[config.mk]
export PLATFORM = sky130hd
export DESIGN_NAME = clocked_variable_delay
export DESIGN_NICKNAME = d
export VERILOG_FILES = /design/src/rtl/simulation_pkg.sv /design/src/rtl/delay_shift_stages.sv /design/src/rtl/clocked_variable_delay.sv
export SDC_FILE = /design/constraint.sdc
export NUM_CORES = 1
export LEC_CHECK = 0
export BUFFER_PORTS_ARGS = -buffer_cell sky130_fd_sc_hd__buf_2
export CORE_MARGIN = 3
export CORE_UTILIZATION = 43
export CTS_CLUSTER_SIZE = 25
export DETAILED_ROUTE_END_ITERATION = 8
export PLACE_DENSITY = 0.71
export RECOVER_POWER = 100
export SKIP_LAST_GASP = 1
export SLEW_MARGIN = 20
export SYNTH_ARGS = -nofsm -noshare
export SYNTH_HDL_FRONTEND = slang
export SYNTH_SLANG_ARGS = --single-unit
[constraint.sdc]
create_clock -name clock -period 2.46 [get_ports clock]
set_input_delay 0.123 -clock clock [delete_from_list [all_inputs] [get_ports clock]]
set_output_delay 0.123 -clock clock [all_outputs]
set_load 0.02 [all_outputs]
[src/rtl/simulation_pkg.sv]
// simulation_pkg: shared FSM encoding and constant helpers for the clocked delay blocks.
package simulation_pkg;

    typedef enum logic {
        FILL = 1'b0,
        RUN  = 1'b1
    } state_t;

    function automatic int clog2(input int v);
        int r;
        r = 0;
        for (int i = 0; i < 31; i++)
            if ((1 << i) < v) r = i + 1;
        return r;
    endfunction

endpackage

[src/rtl/delay_shift_stages.sv]
// delay_shift_stages: enabled WIDTH x DEPTH shift register, stage k at bits [k*WIDTH-1:(k-1)*WIDTH].
module delay_shift_stages #(
    parameter int WIDTH = 1,
    parameter int DEPTH = 16
) (
    input  logic                   clock,
    input  logic                   reset_n,
    input  logic                   enable,
    input  logic [WIDTH-1:0]       in,
    output logic [DEPTH*WIDTH-1:0] stages
);

    localparam int N = DEPTH * WIDTH;

    // Truncating {stages, in} drops the oldest stage and lands in at stage 1.
    always_ff @(posedge clock)
        if (!reset_n) stages <= '0;
        else if (enable) stages <= N'({stages, in});

endmodule

[src/rtl/clocked_variable_delay.sv]
// clocked_variable_delay: runtime-selectable 0..MAX_DELAY enabled-cycle delay with fill tracking.
// Define CLOCKED_VARIABLE_DELAY_ALL_TAPS_EN to expose every stage on the taps port.
module clocked_variable_delay
    import simulation_pkg::*;
#(
    parameter int WIDTH         = 1,
    parameter int MAX_DELAY     = 16,
    parameter int DEFAULT_DELAY = 1,
    parameter int DELAY_BITS    = clog2(MAX_DELAY + 1)
) (
    input  logic                  clock,
    input  logic                  reset_n,
    input  logic                  enable,
    input  logic [WIDTH-1:0]      in,
    input  logic [DELAY_BITS-1:0] delay,
    input  logic                  load_delay,
    output logic [WIDTH-1:0]      out,
    output logic                  valid,
    output logic                  clamped
`ifdef CLOCKED_VARIABLE_DELAY_ALL_TAPS_EN
    ,
    output logic [MAX_DELAY*WIDTH-1:0] taps
`endif
);

    localparam int FW = DELAY_BITS + 1;
    localparam logic [DELAY_BITS-1:0] MAX_D = DELAY_BITS'(MAX_DELAY);
    localparam logic [DELAY_BITS-1:0] DEF_D = DELAY_BITS'(DEFAULT_DELAY);

    logic [MAX_DELAY*WIDTH-1:0] stages;
    logic [WIDTH-1:0]           tap [MAX_DELAY+1];
    logic [DELAY_BITS-1:0]      active_delay, active_next, fill_count, fill_next, new_delay;
    logic [DELAY_BITS:0]        fill_plus;
    logic                       over, restart, reached;
    state_t                     state, state_next;

    delay_shift_stages #(.WIDTH(WIDTH), .DEPTH(MAX_DELAY)) u_stages (
        .clock   (clock),
        .reset_n (reset_n),
        .enable  (enable),
        .in      (in),
        .stages  (stages)
    );

`ifdef CLOCKED_VARIABLE_DELAY_ALL_TAPS_EN
    assign taps = stages;
`endif

    assign tap[0] = in;
    for (genvar k = 1; k <= MAX_DELAY; k++) begin : g_tap
        assign tap[k] = stages[k*WIDTH-1 -: WIDTH];
    end

    assign out       = reset_n ? tap[active_delay] : '0;
    assign valid     = (state == RUN);
    assign over      = delay > MAX_D;
    assign new_delay = over ? MAX_D : delay;
    assign restart   = load_delay && (new_delay != active_delay);
    assign fill_plus = {1'b0, fill_count} + FW'(1);
    assign reached   = fill_plus >= {1'b0, active_delay};

    // A restart wins over a simultaneous shift, so that shift is not counted.
    always_comb begin
        state_next  = state;
        fill_next   = fill_count;
        active_next = active_delay;
        if (restart) begin
            active_next = new_delay;
            fill_next   = '0;
            state_next  = (new_delay == '0) ? RUN : FILL;
        end else if (enable && state == FILL) begin
            fill_next  = (fill_count == MAX_D) ? fill_count : fill_plus[DELAY_BITS-1:0];
            state_next = reached ? RUN : FILL;
        end
    end

    always_ff @(posedge clock)
        if (!reset_n) begin
            state        <= (DEFAULT_DELAY == 0) ? RUN : FILL;
            fill_count   <= '0;
            active_delay <= DEF_D;
            clamped      <= 1'b0;
        end else begin
            state        <= state_next;
            fill_count   <= fill_next;
            active_delay <= active_next;
            clamped      <= clamped | (load_delay & over);
        end

endmodule

; ---- Word-level counts from Yosys, hierarchy flattened
; Cells that the tools add are included.
; Widths: inputs -> output; s select.
[word_totals]
regBits = 28
in_bits = 10
output_inout_bits = 3
wordCells = 32
[classes]
addsub = 1
order_cmp = 3
eq_ne = 2
n_mux = 9
bitwise_logic = 6
n_reduce_logical = 6
[op_table]
columns = operator, count
row1 = $mux 1, 7
row2 = $add 5x1->6 const B, 1
row3 = $ge 6x5->1, 1
row4 = $ge 6x6->1 const B, 1
row5 = $not 5->6, 1
row6 = $bmux 1 s5, 1
row7 = $eq 5x5->1 const B, 1
row8 = $gt 5x5->1 const B, 1
row9 = $logic_not 5->1, 1
row10 = $mux 5, 1
row11 = $ne 5x5->1, 1
row12 = $not 1->1, 3
row13 = $logic_and 1x1->1, 2
row14 = $reduce_and 2->1, 1
row15 = $reduce_bool 2->1, 1
row16 = $reduce_or 2->1, 1
row17 = $and 1x1->1, 1
row18 = $or 1x1->1, 1

; ---- Logic depth before layout (Yosys ltp)
; Gate-level depths: netlist of the first run.
[depth]
word_depth = 5
ltp_mapped = 8

; ---- Hierarchy
; Synthesis of the first run repeated with hierarchy kept, for this count alone.
[hier_totals]
cells_unflattened = 153
hier_area_um2 = 1571.5
[modules_own_cells]
columns = module, n_inst, cells_each, area_per_inst_um2, seq_area_each_um2
row1 = clocked_variable_delay, 1, 102, 955.9, 240.2
row2 = delay_shift_stages, 1, 51, 615.6, 320.3

; ---- Worst setup path after synthesis of the first run
; Ideal clock, no wire load.
[synth_timing]
kind = reg-to-reg
start = register fill_count[0]
end = register state (netlist: valid)
arrival_time_ns = 1.774
required_time_ns = 2.330
slack_ns = 0.556
path_stages_with_launch = 8
path_buffers = 0
synth_period_minus_slack_ns = 1.904
cell_sequence = dfxtp_1 -> inv_1 -> ha_1 -> ha_1 -> a211oi_1 -> o21bai_1 -> a2111oi_0 -> o31ai_1
[synth_between]
elab_chain_len = 5
[synth_lines]
columns = item, line_no
row1 = from (decl), clocked_variable_delay.sv:32  ; logic [DELAY_BITS-1:0] active_delay, active_next, fill_count, fill_next, new_delay;
row2 = from (signal assigned), clocked_variable_delay.sv:85  ; fill_count <= fill_next;
row3 = $add 5x1->6, clocked_variable_delay.sv:59  ; assign fill_plus = {1'b0, fill_count} + FW'(1);
row4 = via fill_plus[0], clocked_variable_delay.sv:33  ; logic [DELAY_BITS:0] fill_plus;
row5 = $ge 6x5->1, clocked_variable_delay.sv:60  ; assign reached = fill_plus >= {1'b0, active_delay};
row6 = $mux 1, clocked_variable_delay.sv:73  ; state_next = reached ? RUN : FILL;
row7 = $mux 1, clocked_variable_delay.sv:71  ; end else if (enable && state == FILL) begin
row8 = $mux 1, clocked_variable_delay.sv:67  ; if (restart) begin
row9 = to (signal assigned), clocked_variable_delay.sv:79  ; state <= (DEFAULT_DELAY == 0) ? RUN : FILL;
row10 = to (signal assigned), clocked_variable_delay.sv:84  ; state <= state_next;
row11 = to (decl), clocked_variable_delay.sv:35  ; state_t state, state_next;
; The timed path passes the listed nets, and every way through them passes these cells. The select of a mux whose other input is x is not followed.
; A chain may end at the register's enable or synchronous reset.

; ---- Final worst setup path of the first run
[layout_timing]
start = register active_delay[2]
end = output port out
[layout_between]
elab_chain_len = 5
[layout_lines]
columns = item, line_no
row1 = from (decl), clocked_variable_delay.sv:32
row2 = from (signal assigned), clocked_variable_delay.sv:86  ; active_delay <= active_next;
row3 = $not 5->6 (implied by the code), clocked_variable_delay.sv:54  ; assign out = reset_n ? tap[active_delay] : '0;
row4 = $bmux 1 s5, clocked_variable_delay.sv:54
row5 = $mux 1 (implied by the code) (2 in series), clocked_variable_delay.sv:54
row6 = $mux 1, clocked_variable_delay.sv:54
row7 = to (decl), clocked_variable_delay.sv:17  ; output logic [WIDTH-1:0] out,
; Every way passes these cells. The select of a mux whose other input is x is not followed.

==> run summary, run 1 <==
RUN STATUS
------------------------------------------------------------------------------------
Result of the run                                                       finished, final reports clean

SYNTH
------------------------------------------------------------------------------------
Number of nets produced by synthesis                                             178
Synthesized area                                                           1560 um^2
Synthesized area per cell                                                  9.71 um^2
Synth Area in Compound Gates                                                  0.0800
Largest family of logic cells by synthesized area                       simple AND/OR/NAND/NOR gates
Synth warn                                                                         0
Synthesized instance count                                                       161
Netlist cell types                                                                36
Sequential share of the synthesized area                                       0.358
Area share of fa/ha/maj cells after synthesis                                 0.0560
Synth Area in Simple Gates                                                     0.238
Yosys reg bits                                                                    28
Synth Area in XOR/XNOR                                                        0.0560
Share of synthesized area spent on multiplexers                                0.170

GLOBAL ROUTING
------------------------------------------------------------------------------------
Grt total ovfl                                                                     0
Maximum number of pins on one net before global-route repair                      29
Antenna violations before repair                                                   0
Overall global routing resource usage                                          0.150
Number of global-route vias before repair                                       1177
Wire length of the first global-routing pass                                 5140 um

PWR
------------------------------------------------------------------------------------
Net switching component of the power                                        0.205 mW
Fraction of power spent switching nets                                         0.253
Peak supply drop                                                              258 uV
Power consumption                                                           0.812 mW
Sequential group share of total power                                          0.592
Power share of the combinational group                                         0.134
Portion of total power attributed to the clock network                         0.275
Pint                                                                        0.606 mW
Lkg Pwr                                                                     0.629 nW
Pwr dens                                                                 488 nW/um^2

FLOW RUN
------------------------------------------------------------------------------------
Number of max-capacitance violations reported                                      0

ROUTING
------------------------------------------------------------------------------------
First-pass detailed-route iteration total                                          4
Met2 wirelength from detailed routing                                        1370 um
M1 WL                                                                        1290 um
Per-cell via count in the routed design                                         5.22
DRC Markers                                                                        0
DRC marker count from the first detailed-route iteration                          18
Final Routed Wirelength                                                      2800 um
Post-DR wirelength/cell                                                      13.0 um
Metal3 WL                                                                      97 um
Total vias in the final route                                                   1128
Top layer reached by signal wires                                               met4
Routed Antenna Nets                                                                0

CRITICAL PATH
------------------------------------------------------------------------------------
Type of the setup path with the least slack                                  reg2out
Path depth of the worst reg2reg path                                               7
Type of destination of the critical path                                primary output
Reg2Reg Setup Slack                                                           350 ps
Required @ worst endpoint                                                    2340 ps
Launch point of the worst reg-to-reg path                               fill_count[0]
Worst Path Max Fanout                                                             11
Crit path launch type                                                      flip-flop
Data arrival at the endpoint of the critical path                            2070 ps
End of the worst register-to-register path                                     valid

PLACEMENT
------------------------------------------------------------------------------------
IO buf count                                                                      12
Weighted congestion at the end of routability-driven global placement          0.826
Placed Instance Area                                                       1650 um^2
Detail Placement HPWL                                                        2200 um

CTS
------------------------------------------------------------------------------------
Post-CTS setup-driven buffer insertion count                                       0
Inserted Clock Buffers                                                             3
Clock tree from TritonCTS                                                      built
Clock Tree Root                                                             clkbuf_4
Maximum level of the CTS H-tree                                                    1
Clock tree buffer depth                                                            2
Hold buffer count at CTS                                                           0
Clock-pin slew on the worst setup and hold paths                              150 ps
CTS resizes                                                                        0
Worst-skew pair later-pin latency                                             320 ps
Number of sinks driven by the clock tree                                          28

STA
------------------------------------------------------------------------------------
Post-layout min period                                                       2200 ps
Max Slew Vio Count                                                                 0
Transition time of the tightest slew-check pin                                561 ps
Number of endpoints with negative hold slack in the final report                   0
Unrepaired setup endpoints after global routing                                   no
Setup violations, final                                                            0
Final setup skew                                                             2.49 ps
Min Hold Slack                                                               71.4 ps
Fmax                                                                         455 MHz
Worst relative slew slack                                                      0.621
Final worst-path cycle share                                                   0.893
Setup TNS Final                                                                 0 ps

CELLS AND AREA
------------------------------------------------------------------------------------
Fill cell count                                                                  338
Most common cell after layout, fill and taps aside                           dfxtp_1
Count of nets after finishing                                                    188
Most frequent cells in the layout                                       dfxtp_1 (28), nor2b_1 (22), mux2i_1 (21), buf_2 (9), nand2_1 (8)
Design area                                                                1660 um^2
Utilization of the core after routing                                          0.486
Number of antenna cells inserted                                                   0
Proportion of layout cells with a drive suffix above 1                         0.129
Area growth from synthesis to layout                                           6.24%

DIE
------------------------------------------------------------------------------------
Core area                                                                  3420 um^2
Height of the chip                                                           66.3 um
Die X                                                                        66.3 um
Ports placed on the boundary                                                      13
Effective utilization at floorplan                                             0.458
Number of cell rows                                                               21
Die area                                                                   4400 um^2

MIN PATH
------------------------------------------------------------------------------------
Worst hold path depth                                                              3
Hold Path Sink                                                          u_stages.stages[0]
Beginning of the worst hold path                                                  in
HP Class                                                                      in2reg

==> flip-flops by register name (all words and copies together) (netlist names) <==
name / count
u_stages.stages: 16
active_delay: 5
fill_count: 5
clamped: 1
valid: 1
==> area by class of cell <==
cell class              instances  area, um^2  share of cell area
multi-input cells             118         917               0.552
flip-flops and latches         28         561               0.337
clock buffers                   4        36.3              0.0218
repair buffers                 13        63.8              0.0384
well taps                      46        57.6              0.0346
inverters                       7        26.3              0.0158
==> power by group through the flow <==
| stage | sequential, mW | clock [mW] | combinational [mW] |
|---|---|---|---|
| global route | 0.483 | 0.247 | 0.122 |
| detailed placement | 0.490 | 0 | 0.114 |
| CTS | 0.481 | 0.228 | 0.115 |
| global placement | 0.489 | 0 | 0.110 |
| finish | 0.480 | 0.223 | 0.108 |
| floorplan | 0.486 | 0 | 0.0872 |
==> cell families after synthesis <==
family,after synthesis
flip-flops,28
buffers and inverters,15
adder cells (fa/ha/maj),7
AND/OR/NAND/NOR,62
AO/OA/AOI/OAI,15
multiplexers,24
XOR/XNOR,10
==> synthesized netlist by cell type <==
library cell / instances / area (um^2)
nor2b_1: 22 / 138
o21bai_1: 1 / 7.51
mux2_1: 1 / 11.3
nand2b_4: 1 / 13.8
nor2_2: 5 / 31.3
nand4b_1: 1 / 8.76
a41oi_2: 1 / 16.3
nor3_1: 1 / 5.00
nand3_1: 5 / 25.0
a211oi_1: 2 / 15.0
mux2i_1: 21 / 210
ha_1: 7 / 87.6
a2111oi_0: 2 / 17.5
nor2_1: 4 / 15.0
nand3b_1: 2 / 15.0
o21a_1: 1 / 7.51
dfxtp_1: 28 / 561
nor4_1: 2 / 12.5
nor4bb_1: 1 / 10.0
nor3b_2: 1 / 12.5
buf_2: 6 / 30.0
xor2_1: 5 / 43.8
clkbuf_1: 2 / 7.51
a21oi_1: 1 / 5.00
inv_1: 6 / 22.5
mux4_2: 2 / 45.0
o31ai_1: 1 / 7.51
nand4_1: 1 / 6.26
nand2b_1: 5 / 31.3
xnor2_1: 5 / 43.8
o21ai_0: 3 / 15.0
nand2_1: 8 / 30.0
and2_1: 3 / 18.8
o2111ai_1: 2 / 17.5
o41ai_2: 1 / 16.3
clkinv_1: 1 / 3.75
==> worst max-delay path by stage <==
stage | startpoint | to | slack (ps) | depth (start not counted)
5_1_grt | active_delay[2] | out | 20 | 6
3_3_place_gp | fill_count[0] | valid | 500 | 7
2_1_floorplan | fill_count[0] | valid | 560 | 7
4_1_cts | active_delay[2] | out | 240 | 6
3_5_place_dp | fill_count[0] | valid | 320 | 7
6_report | active_delay[2] | out | 260 | 6
==> layer usage <==
| metal | up-vias | track usage |
|---|---|---|
| met3 | 5 | 0.0204 |
| met5 | - | 0 |
| li1 | 576 | - |
| met1 | 526 | 0.187 |
| met2 | 21 | 0.263 |
| met4 | 0 | 0.0457 |
==> worst max-delay path: stages, from the launching register on <==
cell and delay [ps]:
dfxtp_1 630, inv_1 130, a2111oi_0 440, nor4_1 130, nor2_1 110, o2111ai_1 120
buf_2 190
==> per-stage QoR <==
stage,instances,setup WS (ps)
5_1_grt,216,18.1
2_1_floorplan,161,556
3_5_place_dp,212,317
3_3_place_gp,212,495
4_1_cts,216,235
6_report,216,263
No activity file was read; power rests on OpenSTA's default activity.
==> inputs of run 2 (changes only) <==
- CELL_PAD_IN_SITES_DETAIL_PLACEMENT: not set -> 1
- CELL_PAD_IN_SITES_GLOBAL_PLACEMENT: not set -> 1
- PLACE_DENSITY: 0.71 -> 0.84
==> run 2 against run 1 <==
Against the previous run:
- worst setup slack worse by 22 ps
- power up 11%
- die area did not move
- clock-buffer cell count decreased by 1
- cell area grew 0.60%
==> run summary, run 2 (synthesized netlist as in run 1, its figures left out) <==
STA
--------------------------------------------------------------------------------------
Post-layout min period                                                         2220 ps   +22.0 ps
Fmax                                                                           451 MHz   -0.99%
Final worst-path cycle share                                                     0.902   +0.00895
Unrepaired setup endpoints after global routing                                     no
Setup TNS Final                                                                   0 ps   unchanged
Setup violations, final                                                              0   unchanged
Final setup skew                                                               12.2 ps   +9.72 ps
Worst relative slew slack                                                        0.629   +0.00748
Transition time of the tightest slew-check pin                                  543 ps   -17.9 ps
Min Hold Slack                                                                 58.6 ps   -12.8 ps
Number of endpoints with negative hold slack in the final report                     0   unchanged
Max Slew Vio Count                                                                   0   unchanged

ROUTING
--------------------------------------------------------------------------------------
DRC marker count from the first detailed-route iteration                            19   +1
First-pass detailed-route iteration total                                            3   -1
Final Routed Wirelength                                                        3410 um   +22%
Total vias in the final route                                                     1146   +1.6%
DRC Markers                                                                          0   unchanged
Routed Antenna Nets                                                                  0   unchanged
Post-DR wirelength/cell                                                        15.9 um   +22%
Per-cell via count in the routed design                                           5.33   +2.1%

CELLS AND AREA
--------------------------------------------------------------------------------------
Proportion of layout cells with a drive suffix above 1                           0.130   +0.000766
Max FFs per register                                                                16   unchanged
Number of antenna cells inserted                                                     0   unchanged
Most frequent cells in the layout                                         dfxtp_1 (27), nor2b_1 (22), mux2i_1 (21), buf_2 (9), nand2_1 (8)
Area growth from synthesis to layout                                             6.88%
Utilization of the core after routing                                            0.489   +0.00293
Registers with the highest flip-flop counts                               u_stages.stages: 16 flops, active_delay: 5 flops, fill_count: 5 flops
Register bank with the most flops                                         u_stages.stages
Count of nets after finishing                                                      187   -0.53%
Most common cell after layout, fill and taps aside                             dfxtp_1

CTS
--------------------------------------------------------------------------------------
Clock-pin slew on the worst setup and hold paths                                170 ps   +20 ps
Maximum level of the CTS H-tree                                                      1   unchanged
Number of sinks driven by the clock tree                                            28   unchanged
Worst-skew pair later-pin latency                                               340 ps   +20 ps
Hold buffer count at CTS                                                             0   unchanged
Clock tree from TritonCTS                                                        built
Clock Tree Root                                                               clkbuf_4
Post-CTS setup-driven buffer insertion count                                         0   unchanged
Inserted Clock Buffers                                                               3   unchanged
Clock tree buffer depth                                                              2   unchanged

CRITICAL PATH
--------------------------------------------------------------------------------------
Number of stages on the worst setup path                                             6   unchanged
WP buf/inv                                                                           1   -1
Data arrival at the endpoint of the critical path                              2100 ps   +30 ps
Top cell family by delay on the critical path                             compound AO/OA/AOI/OAI gates
Type of the setup path with the least slack                                    reg2out
Library cell contributing the largest single delay on the critical path      a2111oi_0
Reg2Reg Setup Slack                                                             360 ps   about the same
Launch point of the worst reg-to-reg path                                 fill_count[0]
End of the worst register-to-register path                                       valid
Crit path launch type                                                        flip-flop
Highest cell delay on the worst timing path                                     530 ps   -100 ps
Required @ worst endpoint                                                      2340 ps   about the same
Type of destination of the critical path                                  primary output
Path depth of the worst reg2reg path                                                 7   unchanged
Worst Path Max Fanout                                                               11   unchanged
Critical Path, Cell by Cell                                               and2_1 > a2111oi_0 > nor4_1 > nor2_1 > o2111ai_1 > buf_2

DIE
--------------------------------------------------------------------------------------
Effective utilization at floorplan                                               0.458   unchanged
Core area                                                                    3420 um^2   unchanged
Die X                                                                          66.3 um   unchanged
Height of the chip                                                             66.3 um   unchanged
Ports placed on the boundary                                                        13   unchanged
Number of cell rows                                                                 21   unchanged
Die area                                                                     4400 um^2   unchanged

MIN PATH
--------------------------------------------------------------------------------------
Worst hold path depth                                                                3   unchanged
Beginning of the worst hold path                                                    in
HP Class                                                                        in2reg
Hold Path Sink                                                            u_stages.stages[0]

PLACEMENT
--------------------------------------------------------------------------------------
Weighted congestion at the end of routability-driven global placement            0.815   -1.3%
IO buf count                                                                        12   unchanged
Detail Placement HPWL                                                          2540 um   +16%

PWR
--------------------------------------------------------------------------------------
Peak supply drop                                                                252 uV   -2.4%
Lkg Pwr                                                                       0.633 nW   +0.56%
Pwr dens                                                                   540 nW/um^2   +11%

GLOBAL ROUTING
--------------------------------------------------------------------------------------
Wire length of the first global-routing pass                                   6000 um   +17%
Fraction of met1 tracks used by global routing                                   0.217   +0.0294
Overall global routing resource usage                                            0.177   +0.0274
Met3 global-route usage                                                         0.0306   +0.0102
Global routing met2 resource utilization                                         0.302   +0.0397
Number of global-route vias before repair                                         1284   +9.1%
Antenna violations before repair                                                     0   unchanged
Grt total ovfl                                                                       0   unchanged
Maximum number of pins on one net before global-route repair                        29   unchanged
Busiest layer in global routing                                                   met2

FLOW RUN
--------------------------------------------------------------------------------------
Number of max-capacitance violations reported                                        0   unchanged

RUN STATUS
--------------------------------------------------------------------------------------
Result of the run                                                         finished, final reports clean

-- run 2: per-stage QoR --
step                cell area [um^2]  cells  total power, mW  setup WS (ps)
floorplan                       1560    161            0.573            556
global placement                1640    211            0.599            485
detailed placement              1640    211            0.606            390
CTS                             1700    215            0.916           52.0
global route                    1670    215            0.949           12.0
finish                          1670    215            0.903            241
-- run 2: what timing repair did --
action                                 4_1_cts  5_1_grt
setup endpoints to repair                    0        1
endpoints found under the hold margin        0        0
gates resized for setup                      0        1
-- run 2: power breakdown --
group | internal, mW | total [mW] | switching [mW]
Clock | 0.165 | 0.312 | 0.147
Sequential | 0.464 | 0.481 | 0.0165
Combinational | 0.0510 | 0.111 | 0.0595
Total | 0.680 | 0.903 | 0.223
-- run 2: layout make-up --
type	instances	area, um^2
fill	400	1740
timing repair buffer	12	56.3
clock inverter	1	30.0
sequential	28	562
clock buffer	3	22.5
tap	46	57.6
multi-input combinational	118	917
inverter	7	26.3
-- run 2: how the worst max path moves through the flow --
| stage | endpoint | slack [ps] | startpoint |
|---|---|---|---|
| after CTS | out | 50 | active_delay[2] |
| final | out | 240 | active_delay[2] |
| after global routing | out | 10 | active_delay[2] |
| after global placement | valid | 480 | fill_count[0] |
| after detailed placement | valid | 390 | fill_count[0] |
| after floorplan | valid | 560 | fill_count[0] |
-- run 2: per-layer routing --
layer | vias up | part of all wire
met5 | - | 0
met4 | 0 | 0.023
met3 | 8 | 0.025
met2 | 18 | 0.49
met1 | 550 | 0.46
li1 | 570 | -
-- run 2: tightest hold or removal path: stages --
cell,delay (ps)
buf_2,90
mux2i_1,60
nor2b_1,100
==> inputs of run 3 (changes only) <==
- MAX_ROUTING_LAYER: not set -> met4
==> run 3 against run 2 <==
Against the previous run:
- combinational power hardly changed
- global-route usage is 0.46 points higher
- largest cell class unchanged
- via count is 0.17% higher
==> run summary, run 3 (synthesized netlist as in run 1, its figures left out) <==
ROUTING
--------------------------------------------------------------------------------------
Per-cell via count in the routed design                                           5.34   +0.17%
First-pass detailed-route iteration total                                            3   unchanged
Routed Antenna Nets                                                                  0   unchanged
Total vias in the final route                                                     1148   +0.17%
Post-DR wirelength/cell                                                        15.9 um   -0.15%
DRC marker count from the first detailed-route iteration                            21   +2
DRC Markers                                                                          0   unchanged
Final Routed Wirelength                                                        3410 um   -0.15%

GLOBAL ROUTING
--------------------------------------------------------------------------------------
Antenna violations before repair                                                     0   unchanged
Number of global-route vias before repair                                         1283   -0.078%
Overall global routing resource usage                                            0.182   +0.00463
Wire length of the first global-routing pass                                   6000 um   unchanged
Maximum number of pins on one net before global-route repair                        29   unchanged
Grt total ovfl                                                                       0   unchanged

CTS
--------------------------------------------------------------------------------------
Worst-skew pair later-pin latency                                               340 ps   about the same
Clock tree buffer depth                                                              2   unchanged
Number of sinks driven by the clock tree                                            28   unchanged
Inserted Clock Buffers                                                               3   unchanged
Hold buffer count at CTS                                                             0   unchanged
Maximum level of the CTS H-tree                                                      1   unchanged
Clock tree from TritonCTS                                                        built
Clock-pin slew on the worst setup and hold paths                                170 ps   about the same
Clock Tree Root                                                               clkbuf_4
Post-CTS setup-driven buffer insertion count                                         0   unchanged

CRITICAL PATH
--------------------------------------------------------------------------------------
End of the worst register-to-register path                                       valid
Library cell contributing the largest single delay on the critical path      a2111oi_0
Critical Path, Cell by Cell                                               and2_1 > a2111oi_0 > nor4_1 > nor2_1 > o2111ai_1 > buf_2
Type of the setup path with the least slack                                    reg2out
WP buf/inv                                                                           1   unchanged
Required @ worst endpoint                                                      2340 ps   about the same
Crit path launch type                                                        flip-flop
Capture point of the critical path                                                 out
Launch point of the worst reg-to-reg path                                 fill_count[0]
Worst Path Max Fanout                                                               11   unchanged
Path depth of the worst reg2reg path                                                 7   unchanged
Number of stages on the worst setup path                                             6   unchanged
Data arrival at the endpoint of the critical path                              2100 ps   about the same
Reg2Reg Setup Slack                                                             360 ps   about the same
Highest cell delay on the worst timing path                                     520 ps   about the same
Type of destination of the critical path                                  primary output
Critical Path Start                                                       active_delay[2]
Top cell family by delay on the critical path                             compound AO/OA/AOI/OAI gates

CELLS AND AREA
--------------------------------------------------------------------------------------
Utilization of the core after routing                                            0.489   unchanged
Proportion of layout cells with a drive suffix above 1                           0.130   unchanged
Most frequent cells in the layout                                         dfxtp_1 (27), nor2b_1 (22), mux2i_1 (21), buf_2 (9), nand2_1 (8)
Count of nets after finishing                                                      187   unchanged
Most common cell after layout, fill and taps aside                             dfxtp_1
Registers with the highest flip-flop counts                               u_stages.stages: 16 flops, active_delay: 5 flops, fill_count: 5 flops
Design area                                                                  1670 um^2   unchanged
Register bank with the most flops                                         u_stages.stages
Area growth from synthesis to layout                                             6.88%   unchanged
Number of antenna cells inserted                                                     0   unchanged
Max FFs per register                                                                16   unchanged

STA
--------------------------------------------------------------------------------------
Fmax                                                                           451 MHz   about the same
Setup TNS Final                                                                   0 ps   unchanged
Final worst-path cycle share                                                     0.902   about the same
Max Slew Vio Count                                                                   0   unchanged
Setup violations, final                                                              0   unchanged
Final setup skew                                                               11.8 ps   -0.439 ps
Min Hold Slack                                                                 62.7 ps   +4.10 ps
Transition time of the tightest slew-check pin                                  542 ps   -1.09 ps
Worst relative slew slack                                                        0.629   +0.000744
Post-layout min period                                                         2220 ps   -0.723 ps
Number of endpoints with negative hold slack in the final report                     0   unchanged
Unrepaired setup endpoints after global routing                                     no

DIE
--------------------------------------------------------------------------------------
Ports placed on the boundary                                                        13   unchanged
Effective utilization at floorplan                                               0.458   unchanged
Height of the chip                                                             66.3 um   unchanged
Die X                                                                          66.3 um   unchanged
Number of cell rows                                                                 21   unchanged
Core area                                                                    3420 um^2   unchanged
Die area                                                                     4400 um^2   unchanged

PLACEMENT
--------------------------------------------------------------------------------------
Weighted congestion at the end of routability-driven global placement            0.827   +1.5%
IO buf count                                                                        12   unchanged
Placed Instance Area                                                         1640 um^2   unchanged
Detail Placement HPWL                                                          2540 um   unchanged

PWR
--------------------------------------------------------------------------------------
Peak supply drop                                                                252 uV   about the same
Power consumption                                                             0.902 mW   -0.12%
Pwr dens                                                                   540 nW/um^2   -0.12%
Lkg Pwr                                                                       0.633 nW   unchanged

FLOW RUN
--------------------------------------------------------------------------------------
Number of max-capacitance violations reported                                        0   unchanged

MIN PATH
--------------------------------------------------------------------------------------
HP Class                                                                        in2reg
Beginning of the worst hold path                                                    in

RUN STATUS
--------------------------------------------------------------------------------------
Result of the run                                                         finished, final reports clean

-- run 3: cell counts in the layout (fill, tap and decap cells not counted) --
Identical to the previous run, type by type.
-- run 3: worst min-delay path, stage by stage --
cell     delay (ps)
buf_2            90
mux2i_1          60
nor2b_1         100
-- run 3: metrics by stage --
step | std cells | setup slack [ps]
after floorplan | 161 | 556
final | 215 | 241
after global placement | 211 | 485
after detailed placement | 211 | 390
after global routing | 215 | 11.9
after CTS | 215 | 52.0
-- run 3: final cells by class --
cell class                 count  area (um^2)
multi-input combinational    118          917
clock inverter                 1         30.0
timing repair buffer          12         56.3
inverter                       7         26.3
tap                           46         57.6
clock buffer                   3         22.5
fill                         400         1740
sequential                    28          562
-- run 3: repair_timing --
action	4_1_cts	5_1_grt
resized for setup	0	1
endpoints found under the hold margin	0	0
endpoints found under the setup margin	0	1
-- run 3: worst min-delay path by stage --
stage / depth (start not counted) / slack (ps) / to
after floorplan: 2 / 280 / active_delay[0]
after global placement: 3 / 410 / u_stages.stages[0]
after detailed placement: 3 / 420 / u_stages.stages[0]
after CTS: 3 / 60 / u_stages.stages[0]
after global routing: 3 / 90 / active_delay[0]
final: 3 / 60 / u_stages.stages[0]
-- run 3: where the power goes --
part	total (mW)	internal, mW	switching [mW]
clock network	0.311	0.165	0.146
logic	0.110	0.0510	0.0594
registers	0.481	0.464	0.0165
-- run 3: routing by layer --
| layer | GRT usage | wire length (um) | share of wire |
|---|---|---|---|
| met1 | 0.218 | 1570 | 0.46 |
| met2 | 0.302 | 1680 | 0.49 |
| met3 | 0.0289 | 78 | 0.023 |
| met4 | 0.0736 | 78 | 0.023 |
| met5 | - | 0 | 0 |
